File: src/rtl/uart_rx_deserializer_pkg.sv
// rtl/uart_rx_deserializer_pkg.sv - shared UART RX definitions (package uart_defs)
// Sample point follows UART_RX_MAJORITY_EN: 8 with majority voting, 7 otherwise.
package uart_defs;

  localparam int OVERSAMPLE = 16;
  localparam int DATA_MAX   = 8;
  localparam int CNT_W      = $clog2(OVERSAMPLE);
  localparam int BCNT_W     = $clog2(DATA_MAX + 1);

`ifdef UART_RX_MAJORITY_EN
  localparam logic [CNT_W-1:0] SP = CNT_W'(8);
`else
  localparam logic [CNT_W-1:0] SP = CNT_W'(7);
`endif

  localparam logic [CNT_W-1:0] CNT_LAST = CNT_W'(OVERSAMPLE - 1);

  typedef enum logic [2:0] {
    IDLE,
    START,
    DATA,
    PARITY,
    STOP
  } rx_state_e;

  function automatic logic majority3(input logic a, input logic b, input logic c);
    return (a & b) | (a & c) | (b & c);
  endfunction

endpackage

File: src/rtl/uart_rx_deserializer_if.sv
// rtl/uart_rx_deserializer_if.sv - host-side byte handshake of the UART receiver
// master = register layer consuming bytes, slave = receiver presenting them.
interface uart_rx_deserializer_if;

  logic       read_rx_byte;
  logic [7:0] rx_data;
  logic       rx_ready;
  logic       parity_err;
  logic       framing_err;
  logic       overflow;

  modport master (
    output read_rx_byte,
    input  rx_data,
    input  rx_ready,
    input  parity_err,
    input  framing_err,
    input  overflow
  );

  modport slave (
    input  read_rx_byte,
    output rx_data,
    output rx_ready,
    output parity_err,
    output framing_err,
    output overflow
  );

endinterface

File: src/rtl/uart_rx_deserializer_bit_sampler.sv
// rtl/uart_rx_deserializer_bit_sampler.sv - rx_in synchroniser, 16x sample counter, bit decision
// UART_RX_MAJORITY_EN selects 3-tap majority voting around the sample point.
module uart_rx_bit_sampler
  import uart_defs::*;
#(
  parameter int SYNC_STAGES = 2
) (
  input  logic clk,
  input  logic reset_n,
  input  logic baud_clock,
  input  logic rx_in,
  input  logic run,
  output logic rx_sync,
  output logic bit_valid,
  output logic bit_value,
  output logic bit_end
);

  logic [SYNC_STAGES-1:0] sync_q, sync_d;
  logic [CNT_W-1:0]       cnt_q, cnt_d;
  logic                   tick_run;

  assign rx_sync  = sync_q[SYNC_STAGES-1];
  assign tick_run = run & baud_clock;

  // Counter is held at zero while idle so the detecting tick becomes count 0.
  always_comb begin
    sync_d = {sync_q[SYNC_STAGES-2:0], rx_in};
    cnt_d  = cnt_q;
    if (!run) begin
      cnt_d = '0;
    end else if (baud_clock) begin
      cnt_d = cnt_q + 1'b1;
    end
  end

  assign bit_valid = tick_run & (cnt_q == SP);
  assign bit_end   = tick_run & (cnt_q == CNT_LAST);

`ifdef UART_RX_MAJORITY_EN
  logic early_q, early_d;
  logic mid_q, mid_d;

  always_comb begin
    early_d = early_q;
    mid_d   = mid_q;
    if (tick_run && (cnt_q == SP - CNT_W'(2))) early_d = rx_sync;
    if (tick_run && (cnt_q == SP - CNT_W'(1))) mid_d   = rx_sync;
  end

  assign bit_value = majority3(early_q, mid_q, rx_sync);

  always_ff @(posedge clk or negedge reset_n) begin
    if (!reset_n) begin
      early_q <= 1'b1;
      mid_q   <= 1'b1;
    end else begin
      early_q <= early_d;
      mid_q   <= mid_d;
    end
  end
`else
  assign bit_value = rx_sync;
`endif

  always_ff @(posedge clk or negedge reset_n) begin
    if (!reset_n) begin
      sync_q <= '1;
      cnt_q  <= '0;
    end else begin
      sync_q <= sync_d;
      cnt_q  <= cnt_d;
    end
  end

endmodule

File: src/rtl/uart_rx_deserializer.sv
// rtl/uart_rx_deserializer.sv - UART receive FSM, shift register, parity/stop check, host handshake
// Sample point and bit voting depend on UART_RX_MAJORITY_EN (see uart_rx_bit_sampler).
module uart_rx_deserializer
  import uart_defs::*;
#(
  parameter int SYNC_STAGES = 2
) (
  input  logic                   clk,
  input  logic                   reset_n,
  input  logic                   baud_clock,
  input  logic                   rx_in,
  input  logic                   bit8,
  input  logic                   parity_en,
  input  logic                   odd_n_even,
  uart_rx_deserializer_if.slave  host
);

  rx_state_e         state_q, state_d;
  logic [7:0]        shreg_q, shreg_d;
  logic [BCNT_W-1:0] bit_cnt_q, bit_cnt_d;
  logic              frame_perr_q, frame_perr_d;
  logic [7:0]        rx_data_q, rx_data_d;
  logic              rx_ready_q, rx_ready_d;
  logic              parity_err_q, parity_err_d;
  logic              framing_err_q, framing_err_d;
  logic              overflow_q, overflow_d;

  logic              rx_sync;
  logic              bit_valid;
  logic              bit_value;
  logic              bit_end;
  logic              run;
  logic [BCNT_W-1:0] nbits;
  logic [7:0]        data_mask;

  assign run       = (state_q != IDLE);
  assign nbits     = bit8 ? BCNT_W'(DATA_MAX) : BCNT_W'(DATA_MAX - 1);
  assign data_mask = {bit8, 7'h7f};

  uart_rx_bit_sampler #(
    .SYNC_STAGES (SYNC_STAGES)
  ) u_sampler (
    .clk        (clk),
    .reset_n    (reset_n),
    .baud_clock (baud_clock),
    .rx_in      (rx_in),
    .run        (run),
    .rx_sync    (rx_sync),
    .bit_valid  (bit_valid),
    .bit_value  (bit_value),
    .bit_end    (bit_end)
  );

  always_comb begin
    state_d       = state_q;
    shreg_d       = shreg_q;
    bit_cnt_d     = bit_cnt_q;
    frame_perr_d  = frame_perr_q;
    rx_data_d     = rx_data_q;
    rx_ready_d    = rx_ready_q;
    parity_err_d  = parity_err_q;
    framing_err_d = 1'b0;
    overflow_d    = 1'b0;

    // A plain read drops the byte; a completion in the same cycle overrides below.
    if (host.read_rx_byte) begin
      rx_ready_d   = 1'b0;
      parity_err_d = 1'b0;
    end

    case (state_q)
      IDLE: begin
        if (baud_clock && !rx_sync) state_d = START;
      end
      START: begin
        if (bit_valid && bit_value) begin
          state_d = IDLE;
        end else if (bit_end) begin
          state_d      = DATA;
          bit_cnt_d    = '0;
          shreg_d      = '0;
          frame_perr_d = 1'b0;
        end
      end
      DATA: begin
        if (bit_valid) begin
          shreg_d[bit_cnt_q[2:0]] = bit_value;
          bit_cnt_d               = bit_cnt_q + 1'b1;
        end else if (bit_end && (bit_cnt_q == nbits)) begin
          state_d = parity_en ? PARITY : STOP;
        end
      end
      PARITY: begin
        if (bit_valid) begin
          frame_perr_d = (^(shreg_q & data_mask)) ^ bit_value ^ odd_n_even;
        end else if (bit_end) begin
          state_d = STOP;
        end
      end
      STOP: begin
        // Return to idle mid stop bit so the next start edge is never missed.
        if (bit_valid) begin
          state_d       = IDLE;
          framing_err_d = ~bit_value;
          if (!rx_ready_q || host.read_rx_byte) begin
            rx_data_d    = shreg_q & data_mask;
            parity_err_d = frame_perr_q & parity_en;
            rx_ready_d   = 1'b1;
          end else begin
            overflow_d = 1'b1;
          end
        end
      end
      default: state_d = IDLE;
    endcase
  end

  always_ff @(posedge clk or negedge reset_n) begin
    if (!reset_n) begin
      state_q       <= IDLE;
      shreg_q       <= '0;
      bit_cnt_q     <= '0;
      frame_perr_q  <= 1'b0;
      rx_data_q     <= '0;
      rx_ready_q    <= 1'b0;
      parity_err_q  <= 1'b0;
      framing_err_q <= 1'b0;
      overflow_q    <= 1'b0;
    end else begin
      state_q       <= state_d;
      shreg_q       <= shreg_d;
      bit_cnt_q     <= bit_cnt_d;
      frame_perr_q  <= frame_perr_d;
      rx_data_q     <= rx_data_d;
      rx_ready_q    <= rx_ready_d;
      parity_err_q  <= parity_err_d;
      framing_err_q <= framing_err_d;
      overflow_q    <= overflow_d;
    end
  end

  assign host.rx_data     = rx_data_q;
  assign host.rx_ready    = rx_ready_q;
  assign host.parity_err  = parity_err_q;
  assign host.framing_err = framing_err_q;
  assign host.overflow    = overflow_q;

endmodule

File: src/flat_wrapper.sv
// flat-port wrapper written by rule: the top's interface ports become plain ports
module uart_rx_deserializer_flat import uart_defs::*;
#(
  parameter int SYNC_STAGES = 2
)
  (clk, reset_n, baud_clock, rx_in, bit8, parity_en, odd_n_even, host_read_rx_byte, host_rx_data, host_rx_ready, host_parity_err, host_framing_err, host_overflow);
  uart_rx_deserializer_if host_i ();
  input  logic clk;
  input  logic reset_n;
  input  logic baud_clock;
  input  logic rx_in;
  input  logic bit8;
  input  logic parity_en;
  input  logic odd_n_even;
  input wire logic [$bits(host_i.read_rx_byte)-1:0] host_read_rx_byte;
  output wire logic [$bits(host_i.rx_data)-1:0] host_rx_data;
  output wire logic [$bits(host_i.rx_ready)-1:0] host_rx_ready;
  output wire logic [$bits(host_i.parity_err)-1:0] host_parity_err;
  output wire logic [$bits(host_i.framing_err)-1:0] host_framing_err;
  output wire logic [$bits(host_i.overflow)-1:0] host_overflow;
  assign host_i.read_rx_byte = host_read_rx_byte;
  assign host_rx_data = host_i.rx_data;
  assign host_rx_ready = host_i.rx_ready;
  assign host_parity_err = host_i.parity_err;
  assign host_framing_err = host_i.framing_err;
  assign host_overflow = host_i.overflow;
  uart_rx_deserializer #(.SYNC_STAGES(SYNC_STAGES)) u_core (.clk(clk), .reset_n(reset_n), .baud_clock(baud_clock), .rx_in(rx_in), .bit8(bit8), .parity_en(parity_en), .odd_n_even(odd_n_even), .host(host_i));
endmodule
File: config.mk
export PLATFORM = sky130hd
export DESIGN_NAME = uart_rx_deserializer_flat
export DESIGN_NICKNAME = d
export VERILOG_FILES = /design/src/rtl/uart_rx_deserializer_pkg.sv /design/src/rtl/uart_rx_deserializer_if.sv /design/src/rtl/uart_rx_deserializer_bit_sampler.sv /design/src/rtl/uart_rx_deserializer.sv /design/src/flat_wrapper.sv
export SDC_FILE = /design/constraint.sdc
export NUM_CORES = 1
export LEC_CHECK = 0
export CAP_MARGIN = 20
export CORE_ASPECT_RATIO = 1.2
export CORE_UTILIZATION = 54
export DETAILED_ROUTE_END_ITERATION = 16
export MAX_ROUTING_LAYER = met4
export PLACE_DENSITY_LB_ADDON = 0.3
export SYNTH_ARGS = -nofsm -noshare
export SYNTH_HDL_FRONTEND = slang
export SYNTH_SLANG_ARGS = --single-unit
File: constraint.sdc
create_clock -name clk -period 2.6 [get_ports clk]
set_input_delay 0.65 -clock clk [delete_from_list [all_inputs] [get_ports clk]]
set_output_delay 0.65 -clock clk [all_outputs]
set_load 0.02 [all_outputs]
==> Word level (Yosys, flattened, before mapping) <==
Cells that the tools add are included.
{ "totals": {"regBits": 34, "latchBits": 0, "ramBits": 0, "mem_bits_ro": 0, "inputBits": 8, "output_inout_bits": 12, "elab_cells": 99, "n_memories": 0} }
{ "classes": {"n_addsub": 2, "multipliers": 0, "n_div": 0, "order_cmp": 2, "eq_ne": 19, "shifts": 0, "n_mux": 41, "n_bitwise": 8, "reduce_logical": 16} }
{ "op_table": {"columns": ["cell", "count"], "rows": [
  ["3-bit two-way mux", 9],
  ["4-bit two-way mux", 6],
  ["8-bit two-way mux", 3],
  ["1-bit two-way mux", 17],
  ["8-bit one-hot mux with 2 select lines", 1],
  ["3-bit one-hot mux with 5 select lines", 1],
  ["2-bit by 1-bit != test with 1-bit output (second input constant)", 7],
  ["4-bit by 1-bit adder with 4-bit output (second input constant)", 2],
  ["8-bit AND", 1],
  ["8-bit bitwise mux", 1],
  ["2-bit != test (second input constant)", 4],
  ["4-bit one-hot mux with 2 select lines", 1],
  ["4-bit AND reduction", 2],
  ["8-bit parity", 1],
  ["7-bit AND reduction", 1],
  ["3-bit by 2-bit == test with 1-bit output (second input constant)", 2],
  ["1-bit AND", 4],
  ["4-bit by 3-bit == test with 1-bit output (second input constant)", 1],
  ["4-bit == test", 1],
  ["4-bit == test (second input constant)", 1],
  ["1-bit logical AND", 4],
  ["3-bit by 4-bit less-than comparator with 1-bit output (second input constant)", 1],
  ["2-bit nonzero test", 2],
  ["1-bit demux with 3-bit select", 1],
  ["12 further kinds", 14]
]} }

==> Logic depth before layout (Yosys ltp) <==
Gate-level depths: netlist (run 1).
{ "depth": {"word_depth": 7, "ltp_mapped": 7, "ltp_nobuf": 5} }

==> Hierarchy <==
From an unflattened synthesis (run 1), not the netlist that was laid out.
{ "unflattened": {"hier_cells": 172, "hier_area_um2": 1715.4} }
{ "modules_own_cells": {"columns": ["mod", "instances", "cells_per_inst", "area_per_inst_um2", "seq_area_each_um2"], "rows": [
  ["uart_rx_deserializer", 1, 147, 1441.4, 700.7],
  ["uart_rx_bit_sampler", 1, 25, 274.0, 152.6]
]} }

==> Least setup slack after synthesis (run 1) <==
No wires, ideal clock.
{ "synth_timing": {"path_type": "input-to-reg", "from": "input baud_clock", "to": "register u_core.rx_data_q[0], in the netlist u_core.host.rx_data[0]", "setup_time_ns": 0.125, "t_arrival_ns": 1.637, "required_ns": 2.475, "path_slack_ns": 0.838, "stages": 6, "path_buffers": 3, "path_cell_list": "buf_4 and4b_1 buf_4 nand4_4 buf_6 mux2_4"} }
{ "synth_via": {"elab_chain_len": 3} }
{ "synth_rtl": {"columns": ["element", "line_no", "source"], "rows": [
  ["from (decl)", "flat_wrapper.sv:10", "input logic baud_clock;"],
  ["1-bit AND", "uart_rx_deserializer_bit_sampler.sv:24", "assign tick_run = run & baud_clock;"],
  ["1-bit AND", "uart_rx_deserializer_bit_sampler.sv:37", "assign bit_valid = tick_run & (cnt_q == SP);"],
  ["3-bit AND reduction (no source line)", null, null],
  ["to (signal assigned)", "uart_rx_deserializer.sv:134", "rx_data_q <= rx_data_d;"],
  ["to (decl)", "uart_rx_deserializer.sv:22", "logic [7:0] rx_data_q, rx_data_d;"]
]} }
Every way passes these cells.
A chain may end at the register's enable or synchronous reset.

==> Final worst setup path (run 1) <==
{ "layout_timing": {"from": "input baud_clock", "to": "register u_core.shreg_q[4]"} }
{ "layout_via": {"elab_chain_len": 5, "word_cells_on_any_way": 8, "classes_between": "3 x eq/ne; 3 x bitwise; 2 x reduce/logical"} }
{ "layout_rtl": {"columns": ["element", "line_no", "source"], "rows": [
  ["1-bit AND *", "uart_rx_deserializer_bit_sampler.sv:24", null],
  ["1-bit AND", "uart_rx_deserializer_bit_sampler.sv:37", null],
  ["1-bit logical AND", "uart_rx_deserializer.sv:76", "if (bit_valid && bit_value) begin"],
  ["2-bit != test (no source line)", null, null],
  ["4-bit AND reduction (no source line) *", null, null],
  ["to (signal assigned)", "uart_rx_deserializer.sv:131", "shreg_q <= shreg_d;"],
  ["to (decl)", "uart_rx_deserializer.sv:19", "logic [7:0] shreg_q, shreg_d;"]
]} }
Every way passes the cells marked *; elsewhere a longest branch is shown, timed or not.

==> results of run 1 <==
routing by layer:
layer / share of wire / wire length [um] / track usage
met3: 0.039 / 131 / 0.0751
met2: 0.50 / 1690 / 0.383
met5: 0 / 0 / -
met1: 0.43 / 1460 / 0.265
met4: 0.021 / 70 / 0.0994
report_power, final:
part / internal, mW / switching, mW / leakage, nW
registers: 0.567 / 0.0870 / 0.464
logic: 0.131 / 0.171 / 0.419
clock network: 0.0971 / 0.168 / 0.0308
placed cells by master, fill, tap and decap left out, drive strengths merged, types with 4 or more instances in the layout:
cell / count
dfrtp: 32
o21ai: 21
nand2b: 5
nor3: 4
clkbuf: 5
clkdlybuf4s50: 19
mux2: 7
nor2: 12
nand2: 17
xnor2: 8
a21oi: 9
nor2b: 4
cell usage after synthesis (2+ instances only):
cell        n  area, um2
a21oi_1     9       45.0
and4b_1     2       20.0
buf_2       5       25.0
buf_4       2       15.0
buf_6       2       22.5
dfrtp_1    32        801
dfstp_2     2       52.6
ha_1        2       25.0
inv_1       3       11.3
mux2_4      6       90.1
nand2_1    17       63.8
nand2b_1    5       31.3
nand3_1     2       10.0
nand3b_1    2       15.0
nand4_1     2       12.5
nand4b_1    2       17.5
nor2_1     11       41.3
nor2b_1     4       25.0
nor3_1      4       20.0
o21ai_0    21        105
o2bb2ai_1   2       17.5
o31ai_1     2       15.0
o32ai_1     2       17.5
or3b_1      2       17.5
xnor2_1     8       70.1
xor2_1      3       26.3
metrics by stage:
step           total power [mW]  hold WS [ns]  instance area (um2)  utilization
4_1_cts                    1.23         0.363                 2030        0.658
2_1_floorplan             0.904         0.345                 1770            -
3_5_place_dp              0.964         0.348                 1980        0.643
6_report                   1.22         0.360                 2030        0.658
3_3_place_gp              0.942         0.346                 1980        0.643
5_1_grt                    1.31         0.364                 2030        0.658
worst register-to-register path, stage by stage, from the launching register on:
cell and delay [ns]:
dfrtp_1 0.58, or3b_1 0.57, o311a_1 0.41, o32ai_1 0.13
logic make-up after synthesis:
kind of cell    share of synthesized area
compound gates                      0.140
xor+xnor                           0.0670
fa+ha+maj                          0.0141
buf+inv                            0.0416
flops                               0.481
mux                                0.0628
simple gates                        0.194
registers in the layout (all words and copies together) (netlist names):
name and count:
u_core.host.rx_data 8, u_core.shreg_q 8, u_core.bit_cnt_q 4, u_core.u_sampler.cnt_q 4
u_core.state_q 3, u_core.u_sampler.sync_q 2, u_core.frame_perr_q 1, u_core.host.framing_err 1
u_core.host.overflow 1, u_core.host.parity_err 1, u_core.host.rx_ready 1
final timing paths:
path,to,slack (ns),startpoint,depth (start not counted)
hold reg to reg,u_core.u_sampler.sync_q[1]$_DFF_PN1_,0.36,u_core.u_sampler.sync_q[0]$_DFF_PN1_,0
setup / recovery,u_core.shreg_q[4]$_DFFE_PN0P_,0.59,baud_clock,6
hold / removal,u_core.u_sampler.sync_q[1]$_DFF_PN1_,0.36,u_core.u_sampler.sync_q[0]$_DFF_PN1_,0
setup reg to reg,u_core.state_q[1]$_DFFE_PN0P_,0.81,u_core.state_q[1]$_DFFE_PN0P_,3
max in group asynchronous,u_core.bit_cnt_q[3]$_DFFE_PN0P_,1.36,reset_n,2
min in group asynchronous,u_core.host.overflow$_DFF_PN0_,0.70,reset_n,1
layout make-up:
cell class | instances | area (um2)
Fill cell | 240 | 1050
Sequential cell | 34 | 853
Multi-Input combinational cell | 123 | 847
Timing Repair Buffer | 22 | 225
Tap cell | 36 | 45.0
Clock buffer | 5 | 37.5
Inverter | 3 | 11.3
Clock inverter | 2 | 10.0
==> results by group, run 1 <==
Outcome
  – Status: finished clean

Detailed routing
  – Post-DR vias/cell: between 5 and 6
  – Final wirelength: 3.35 mm
  – DRC: 0
  – Via count: 1,320
  – Routed Antenna Nets: 0
  – Routed len/inst: 14.9 um
  – DR iter-0 viols: 35
  – Detailed Routing Iterations Pass 1: 4

Flow run
  – Max cap viols: 0

Clock network
  – Worst-Skew Late Latency: 0.34 ns
  – Setup bufs post-CTS: 0
  – H-tree levels: 2
  – CTS Hold Bufs: 0
  – # resized after CTS: 0
  – # clock sinks: 34
  – CTS buffer count: 5
  – Clock Path Buffers: 2
  – TritonCTS clock tree: done
  – Clock slew at reported path FFs: 0.10 ns
  – Clk root buf: clkbuf_4

Floorplanning
  – Die ar.: 3520 um2
  – Die Y: ~65 um
  – Row cnt: 22
  – Io pins: 20
  – Initial Utilization: 0.575
  – Die X: 54.3 um
  – CORE AREA: 3080 um2

Critical path
  – Worst Path Max Fanout: 10
  – Critical path's top delay family: buffers and inverters
  – Setup crit end kind: register
  – Critical path's largest stage delay: 0.64 ns
  – Worst endpoint required time: 2.82 ns
  – CP arrival: 2.23 ns
  – Most Frequent Cell on Critical Path: o21ai_0
  – CP Buf/Inv Count: 2
  – Critical path cell sequence: clkdlybuf4s50_1, and4b_1, o21ai_0, buf_4, o21ai_0, o21ai_0
  – Critical-path top delay cell: clkdlybuf4s50_1
  – CP startpoint kind: input port
  – Crit path kind: input port to register

Worst hold path
  – HP Class: register to register

STA
  – Fin. Hold Viols: 0
  – Final Cycle Share: 0.775
  – Final max-slew violation count: 0
  – Sum Neg Setup Slack: 0 ns
  – Achievable Freq: 0.497 GHz
  – Final WS setup: approximately 0.59 ns
  – RSZ-0062 raised after global routing: false
  – Final Skew: ~0.010 ns
  – Endpoints failing setup: 0
  – Slew @ Worst Pin: 0.629 ns
  – Slew HR: 0.579
  – Period minus WS final: ~2.0 ns

Synth
  – Yosys warns: 0
  – Post-Syn Instances: 169
  – Ys flop type: dfrtp_1
  – Avg Cell Area, Syn: approximately 10 um2
  – Number of synthesized flops with an enable pin: 0
  – Synth Register Bits: 34
  – Cell Area, Synth: 1770 um2
  – Post-synthesis sequential area ratio: 0.481
  – Unique cell type count in the Yosys netlist: 41
  – Async set-reset flop share out of synthesis: 1.00
  – Synthesized net count: approximately 180

Cells and area
  – Ant diodes: 0
  – Area growth syn-to-layout: 14.4%
  – Layout cell share with drive strength beyond 1: 0.122
  – Non-Filler Instances: 225
  – Final net count: 199

GRT
  – Initial antenna violation count: 0
  – First-pass GRT wire length: roughly 5.8 mm
  – Largest net degree at the start of global routing: 23
  – Vias in the first global route: about 1,300
  – Gr ovfl total: 0
  – Gr usage total: 0.238

Power
  – Worst VDD drop: roughly 0.00055 V
  – PD cells: 602 nW/um2
  – Leakage power: 0.914 nW

Placement
  – I/O Buffers: 19
  – Routability-driven placement congestion ratio: 0.874
  – DP HPWL: 2.50 mm
  – Dpl cells: 218
  – Dpl ws: 0.231 ns
Note: power is estimated with default switching activity, not from simulation.
==> run 2, diff against run 1 <==
- clock period: 2.6 -> 1.9 ns (I/O delays scaled with it)
==> run 2 against run 1 <==
Power grew 47%. Die area is the same. Setup slack lost 0.50 ns. Count of clock-buffer cells in the layout grew 1. Critical path depth shrank 5. Combinational power grew 58%. Utilization grew 1.8 points. First-iteration DRC count grew 8.6%. Global-route usage grew 0.80 points. Sequential share of layout area shrank 1.1 points.
==> results by group, run 2 (synthesized netlist as in run 1, its figures left out) <==
Cells and area
  – Layout cell share with drive strength beyond 1: 0.157
  – Area growth syn-to-layout: 17.6%
  – Ant diodes: 0
  – Final net count: 206
  – Most common cell after layout, fill and taps aside: dfrtp_1
  – Non-Filler Instances: 233
  – Commonest cells after routing, fill and taps aside: dfrtp_1 (32), o21ai_0 (21), clkdlybuf4s50_1 (19)

Placement
  – DP HPWL: 2.56 mm
  – Routability-driven placement congestion ratio: 0.824
  – I/O Buffers: 19
  – Dpl ws: -0.156 ns
  – Dpl cells: roughly 230

Flow run
  – Max cap viols: 0

Floorplanning
  – Row cnt: 22
  – Die Y: 64.8 um
  – Die ar.: 3520 um2
  – Die X: 54.3 um
  – Initial Utilization: 0.575
  – Io pins: 20
  – CORE AREA: a little over 3000 um2

STA
  – Final Cycle Share: 0.953
  – Endpoints failing setup: 0
  – RSZ-0062 raised after global routing: false
  – Final WS setup: 0.0899 ns
  – Slew @ Worst Pin: 0.476 ns
  – Achievable Freq: 0.552 GHz
  – Final Skew: roughly 0.011 ns
  – Period minus WS final: roughly 1.8 ns
  – Final max-slew violation count: 0
  – Slew HR: 0.680
  – Fin. Hold Viols: 0
  – WHS: between 0.3 and 0.4 ns

Detailed routing
  – Post-DR vias/cell: 5.83
  – Routed Antenna Nets: 0
  – Final wirelength: 3.56 mm
  – Routed len/inst: 15.3 um
  – DR iter-0 viols: 38
  – Via count: approximately 1,400
  – DRC: 0
  – Detailed Routing Iterations Pass 1: 4

Critical path
  – Critical path's largest stage delay: 0.62 ns
  – CP Buf/Inv Count: 1
  – Setup crit end kind: primary output
  – Critical path cell sequence: clkdlybuf4s50_1
  – Worst endpoint required time: 1.42 ns
  – Critical path's top delay family: buffers and inverters
  – CP startpoint kind: register
  – Crit path kind: register to primary output
  – Worst Path Max Fanout: 2
  – Critical-path top delay cell: clkdlybuf4s50_1
  – CP arrival: 1.34 ns

Clock network
  – # resized after CTS: 0
  – Clock slew at reported path FFs: 0.11 ns
  – Worst-Skew Late Latency: between 0.3 and 0.4 ns
  – TritonCTS clock tree: done
  – Setup bufs post-CTS: 0
  – Clock Path Buffers: 2
  – CTS Hold Bufs: 0
  – Clk root buf: clkbuf_4
  – CTS buffer count: 5
  – H-tree levels: 2
  – # clock sinks: 34

Power
  – Pwr Total: 1.79 mW
  – Worst VDD drop: 0.00107 V
  – Leakage power: between 0.9 and 1 nW
  – PD cells: 859 nW/um2

GRT
  – First-pass GRT wire length: 6.04 mm
  – Gr usage total: 0.246
  – Met1 GRT Util: 0.287
  – GR Util met3: 0.0563
  – Vias in the first global route: around 1,300
  – Gr ovfl total: 0
  – Largest net degree at the start of global routing: 35
  – Initial antenna violation count: 0
  – GR peak layer: met2
  – Met2 Resource Use GR: 0.393

Outcome
  – Status: finished clean

Worst hold path
  – HP Class: register to register
run 2: changes by cell type in the layout (fill, tap and decap cells not counted), sizes merged:
cell	change
clkbuf	+1
clkinv	-1
clkinvlp	+1
buf	+7
run 2: worst register-to-register path, stage by stage (launching register included):
cell and delay, ns:
dfrtp_1 0.60, or3b_1 0.47, buf_4 0.20, o21bai_1 0.20, a22o_1 0.17
run 2: final cells by class:
cell class	instances	area [um2]
inverters	3	11.3
repair buffers	29	265
flip-flops and latches	34	853
well taps	36	45.0
fillers	249	997
clock buffers	6	51.3
multi-input cells	123	847
clock inverters	2	12.5
run 2: where the power goes:
group / switching, mW / internal, mW
Sequential: 0.113 / 0.777
Combinational: 0.258 / 0.218
Clock: 0.247 / 0.178
Total: 0.618 / 1.17
run 2: path summary, 6_finish.rpt:
kind                                                 startpoint                              endpoint  slack (ns)  cells after the start
max in group asynchronous                               reset_n  u_core.u_sampler.sync_q[1]$_DFF_PN1_        1.03                      2
min in group asynchronous                               reset_n      u_core.host.parity_err$_DFF_PN0_        0.53                      2
hold / removal             u_core.u_sampler.sync_q[0]$_DFF_PN1_  u_core.u_sampler.sync_q[1]$_DFF_PN1_        0.36                      0
hold reg to reg            u_core.u_sampler.sync_q[0]$_DFF_PN1_  u_core.u_sampler.sync_q[1]$_DFF_PN1_        0.36                      0
setup / recovery             u_core.host.rx_data[0]$_DFFE_PN0P_                       host_rx_data[0]        0.09                      1
setup reg to reg                  u_core.state_q[1]$_DFFE_PN0P_         u_core.shreg_q[7]$_DFFE_PN0P_        0.23                      4
run 2: through the flow:
step / utilization / cell area [um2] / setup TNS, ns
4_1_cts: 0.677 / 2090 / 0
2_1_floorplan: - / 1770 / 0
5_1_grt: 0.677 / 2090 / 0
3_5_place_dp: 0.656 / 2020 / -2.06
3_3_place_gp: 0.656 / 2020 / -0.929
6_report: 0.677 / 2090 / 0
run 2: metal layers:
metal	up-vias	part of all wire
li1	653	-
met1	648	0.42
met2	48	0.51
met3	10	0.043
met4	0	0.027
met5	-	0
